File: config.mk
export PLATFORM = sky130hd
export DESIGN_NAME = bram_capture_ctrl
export DESIGN_NICKNAME = d
export VERILOG_FILES = /design/src/rtl/bram_capture_ctrl.sv
export SDC_FILE = /design/constraint.sdc
export NUM_CORES = 1
export LEC_CHECK = 0
export CORE_MARGIN = 5
export CORE_UTILIZATION = 47
export DETAILED_ROUTE_END_ITERATION = 8
export PLACE_DENSITY = 0.9
export SETUP_SLACK_MARGIN = 0.1
export SYNTH_ARGS = -nofsm -noshare
export SYNTH_HDL_FRONTEND = slang
export SYNTH_SLANG_ARGS = --single-unit
File: constraint.sdc
create_clock -name clk -period 5.5 [get_ports clk]
set_input_delay 1.375 -clock clk [delete_from_list [all_inputs] [get_ports clk]]
set_output_delay 1.375 -clock clk [all_outputs]
set_load 0.005 [all_outputs]
File: src/rtl/bram_capture_ctrl.sv
// Trigger-armed sample capture into a BRAM write port with registered outputs.
// Optional feature macro: CAPTURE_DECIM_EN (store every (decim+1)-th valid sample).
module bram_capture_ctrl #(
  parameter int unsigned ADDR_WIDTH = 14,
  parameter int unsigned DATA_WIDTH = 64
) (
  input  logic                  clk,
  input  logic                  aresetn,
  input  logic                  start,
  input  logic                  abort,
  input  logic                  trig,
  input  logic [ADDR_WIDTH:0]   len,
  input  logic [7:0]            decim,
  input  logic [DATA_WIDTH-1:0] din,
  input  logic                  din_valid,
  output logic [ADDR_WIDTH-1:0] bramaddr,
  output logic [DATA_WIDTH-1:0] bramval,
  output logic                  bramwe,
  output logic                  busy,
  output logic                  done,
  output logic [ADDR_WIDTH:0]   wcount
);

  localparam logic [ADDR_WIDTH:0]   CntOne  = {{ADDR_WIDTH{1'b0}}, 1'b1};
  localparam logic [ADDR_WIDTH-1:0] AddrOne = {{(ADDR_WIDTH-1){1'b0}}, 1'b1};

  typedef enum logic [1:0] {StIdle, StArmed, StCapture, StDone} state_e;

  state_e                  r_state;
  state_e                  w_state_next;
  logic [1:0]              r_rst_sync;
  logic                    w_rst_n;
  logic [ADDR_WIDTH:0]     r_len;
  logic [ADDR_WIDTH-1:0]   r_addr;
  logic [ADDR_WIDTH-1:0]   r_bramaddr;
  logic [DATA_WIDTH-1:0]   r_bramval;
  logic                    r_bramwe;
  logic [ADDR_WIDTH:0]     r_wcount;
  logic [ADDR_WIDTH:0]     w_wcount_inc;
  logic                    r_trig_seen;
  logic                    w_accept_start;
  logic                    w_capture;
  logic                    w_enter_cap;
  logic                    w_last;
  logic                    w_dec_hit;

  // Assert asynchronously, release after two clocks so the first live cycle is IDLE.
  always_ff @(posedge clk or negedge aresetn) begin
    if (!aresetn) begin
      r_rst_sync <= 2'b00;
    end else begin
      r_rst_sync <= {r_rst_sync[0], 1'b1};
    end
  end

  assign w_rst_n = r_rst_sync[1];

  assign w_wcount_inc = (&r_wcount) ? r_wcount : r_wcount + CntOne;
  assign w_last       = (w_wcount_inc == r_len);

`ifdef CAPTURE_DECIM_EN
  logic [7:0] r_decim;
  logic [7:0] r_dec_cnt;

  assign w_dec_hit = (r_dec_cnt == r_decim);

  // Counts valid samples skipped since the last stored one.
  always_ff @(posedge clk or negedge w_rst_n) begin
    if (!w_rst_n) begin
      r_decim   <= 8'd0;
      r_dec_cnt <= 8'd0;
    end else begin
      if (w_accept_start) begin
        r_decim <= decim;
      end
      if (w_enter_cap) begin
        r_dec_cnt <= 8'd0;
      end else if ((r_state == StCapture) && din_valid && !abort) begin
        r_dec_cnt <= w_dec_hit ? 8'd0 : r_dec_cnt + 8'd1;
      end
    end
  end
`else
  logic w_unused_decim;

  assign w_dec_hit      = 1'b1;
  assign w_unused_decim = ^decim;
`endif

  always_ff @(posedge clk or negedge w_rst_n) begin
    if (!w_rst_n) begin
      r_state <= StIdle;
    end else begin
      r_state <= w_state_next;
    end
  end

  always_comb begin
    w_state_next   = r_state;
    w_accept_start = 1'b0;
    w_capture      = 1'b0;
    w_enter_cap    = 1'b0;
    if (abort) begin
      w_state_next = StIdle;
    end else begin
      unique case (r_state)
        StIdle, StDone: begin
          if (start) begin
            w_accept_start = 1'b1;
            w_state_next   = (len == '0) ? StDone : StArmed;
          end
        end
        StArmed: begin
          if (din_valid && (trig || r_trig_seen)) begin
            w_capture    = 1'b1;
            w_enter_cap  = 1'b1;
            w_state_next = w_last ? StDone : StCapture;
          end
        end
        StCapture: begin
          if (din_valid && w_dec_hit) begin
            w_capture = 1'b1;
            if (w_last) begin
              w_state_next = StDone;
            end
          end
        end
        default: w_state_next = StIdle;
      endcase
    end
  end

  always_ff @(posedge clk or negedge w_rst_n) begin
    if (!w_rst_n) begin
      r_len       <= '0;
      r_addr      <= '0;
      r_bramaddr  <= '0;
      r_bramval   <= '0;
      r_bramwe    <= 1'b0;
      r_wcount    <= '0;
      r_trig_seen <= 1'b0;
    end else begin
      r_bramwe <= w_capture;
      if (w_accept_start) begin
        r_len      <= len;
        r_addr     <= '0;
        r_bramaddr <= '0;
        r_wcount   <= '0;
      end
      if (w_capture) begin
        r_bramval  <= din;
        r_bramaddr <= r_addr;
        r_addr     <= r_addr + AddrOne;
        r_wcount   <= w_wcount_inc;
      end
      // A trigger seen without valid data is remembered until the first valid sample.
      if (abort || w_accept_start || w_enter_cap) begin
        r_trig_seen <= 1'b0;
      end else if ((r_state == StArmed) && trig) begin
        r_trig_seen <= 1'b1;
      end
    end
  end

  assign bramaddr = r_bramaddr;
  assign bramval  = r_bramval;
  assign bramwe   = r_bramwe;
  assign wcount   = r_wcount;
  assign busy     = (r_state == StArmed) || (r_state == StCapture);
  assign done     = (r_state == StDone);

endmodule

==> impl_metrics.csv <==
group,metric,value,unit
status,status,"finished clean",
place,hpwl,11200,um
sta,period_minus_slack,3.70,ns
drt,avgRoutedWirePerCell,15.6,um
drt,vias_per_cell,5.26,
clock_network,cts-htree-levels,4,
clock_network,cts_buffers,17,
grt,antenna_found_initial,0,
sta,fmax,270,MHz
logic_synthesis,ys_types,49,
logic_synthesis,seq_area_frac_synth,54.0,%
power,power.total,3.67,mW
layout,multi_input_area,0.00252,sq mm
setup_path,timing.rr.start,"wcount[0]",
floorplanning,die_x,122,um
sta,skew,0.00705,ns
setup_path,path_max_fanout,105,
setup_path,crit_start,"trig",
setup_path,cp-endpoint,"wcount[0]",
floorplanning,dieArea,0.0150,sq mm
layout,drive_gt1_share,6.21,%
place,gp_congestion,0.921,
logic_synthesis,synth.avg_cell_area,8.58,sq um
setup_path,crit_chain,"clkdlybuf4s50_1 > or2_2 > and2_1 > o211ai_1 > buf_4 > nor2_1 > mux2_2",
setup_path,reg2reg_slack,1.81,ns
setup_path,path_class,"in2reg",
power,vdd_drop_max,280,uV
power,p_leak,4.01,nW
grt,grt_first_pass_wirelength,26100,um
sta,tns,0,ns
floorplanning,num_rows,41,
setup_path,cp_data_required_time,5.79,ns
layout,diodes,0,
grt,grt_max_degree,106,
drt,ant_nets,0,
layout,final_common_cell,"nand2_1",
clock_network,clockBufferDepth,2,
drt,drt_wl_total,16200,um
layout,syn2layout_area_growth,42.5,%
layout,final_cell_mix,"nand2_1 (291), clkdlybuf4s50_1 (180), dfrtp_1 (127)",
clock_network,clock-sinks,128,
logic_synthesis,ys.flop_type,"dfrtp_1",
setup_path,slowest_stage,"buf_4",
grt,track_usage,22.2,%
setup_path,crit_family,"buffers and inverters",
drt,drt_iter0_drc,420,
layout,final_net_count,955,
logic_synthesis,synth_seq_cells,128,
drt,num_vias,5485,
setup_path,critPathCaptureType,"register",
sta,finalHoldViolations,0,
sta,drv_slew,0,
job,maxCapViolCount,0,
clock_network,postCtsSetupBuffers,0,
layout,register_area,0.00321,sq mm
setup_path,cp-start-kind,"primary input",
place,io_buffers,180,
floorplanning,core_area,0.0125,sq mm
sta,worstMarginPinSlew,1.10,ns
logic_synthesis,synthArstFlopShare,100,%
setup_path,timing.rr.end,"r_state[1]",
clock_network,clkTransAtPathRegs,0.06,ns
grt,grt_pass1_vias,5287,
sta,rsz0062_at_grt,"false",
clock_network,root_buffer,"clkbuf_16",
clock_network,post_cts_resize_count,0,
min_path,min_path_type,"reg2reg",
grt,grt_overflow,0,
floorplanning,pin_count,189,
clock_network,clk_latency,0.41,ns
logic_synthesis,syn_area,0.00593,sq mm
logic_synthesis,synth_warnings,0,
sta,finalSetupViolations,0,
floorplanning,initial_core_util,47.4,%
setup_path,r2r_cells,9,
sta,relSlewSlack,26.8,%
setup_path,cp.arrival,4.00,ns
layout,layout.core_utilization,67.5,%
logic_synthesis,syn-num-nets,789,
logic_synthesis,synthCells,691,
sta,fin_crit_sh,67.3,%
logic_synthesis,synth_edf_count,0,
floorplanning,die_h,122,um
drt,drt_pass1_iterations,5,
power,p_per_area,434,mW/mm^2
clock_network,cts_tree,"done",
layout,fillers,1017,
setup_path,cp.depth,7,
drt,drc,0,
setup_path,crit_buf_inv,2,
setup_path,worst_path_largest_cell_delay,0.83,ns
clock_network,ctsHoldBuffers,0,
==> Yosys cell counts (all sizes together) (7+ instances only) <==
cell    instances  area [sq um]
buf            18          87.6
clkbuf         23          86.3
nand2         291          1090
nor2           28           105
inv             8          30.0
xnor2          12           105
dfrtp         128          3200
nor4            9          62.6
o21ai          38           194
and3           15          93.8
nand3          25           125
nor3            7          35.0
a21oi          15          75.1
nand4           9          68.8
==> cell type report <==
class	count	area share (%)
clock buffers	21	5.68
multi-input cells	514	29.9
repair buffers	188	22.0
clock inverters	11	1.60
well taps	172	2.55
inverters	8	0.355
flip-flops and latches	128	37.9
==> kinds of logic after synthesis <==
family	count (synthesis)	synth area share [%]
compound gates	83	8.95
mux	6	1.12
flops	128	54.0
buf+inv	49	3.44
fa+ha+maj	5	1.05
other cells	1	0.0632
simple gates	402	28.9
xor+xnor	17	2.51
==> power breakdown <==
| part | internal, mW | switching (mW) |
|---|---|---|
| clock | 0.755 | 0.396 |
| combinational | 0.626 | 0.490 |
| sequential | 1.21 | 0.186 |
| total | 2.59 | 1.07 |
==> stage by stage <==
stage | instance area [sq um] | worst slack (ns) | hold WS [ns] | cells
after floorplan | 5930 | 1.67 | 0.331 | 691
after global routing | 8450 | 1.47 | 0.373 | 1042
after detailed placement | 7840 | 1.43 | 0.345 | 1010
after CTS | 8450 | 1.83 | 0.357 | 1042
after global placement | 7840 | 1.46 | 0.335 | 1010
final | 8450 | 1.80 | 0.351 | 1042
==> worst min-delay path by stage <==
stage | start | end | cells past startpoint
6_report | r_rst_sync[0] | r_rst_sync[1] | 0
2_1_floorplan | r_rst_sync[0] | r_rst_sync[1] | 0
4_1_cts | r_rst_sync[0] | r_rst_sync[1] | 0
3_3_place_gp | r_rst_sync[0] | r_rst_sync[1] | 0
5_1_grt | r_rst_sync[0] | r_rst_sync[1] | 0
3_5_place_dp | r_rst_sync[0] | r_rst_sync[1] | 0
==> routing by layer <==
| layer | up-vias | share of wire (%) | track usage (%) |
|---|---|---|---|
| met1 | 2635 | 40 | 27.5 |
| met5 | - | 0 | 0 |
| met3 | 32 | 6.1 | 5.81 |
| met2 | 189 | 51 | 36.2 |
| met4 | 0 | 2.7 | 10.6 |
| li1 | 2629 | - | - |
==> registers in the layout, summed over array words and instances, names as in the netlist <==
name,count
r_rst_sync,2
bramval,64
bramaddr,14
bramwe,1
wcount,15
r_trig_seen,1
r_len,15
r_state,2
r_addr,14
No activity file was read; power rests on OpenSTA's default activity.
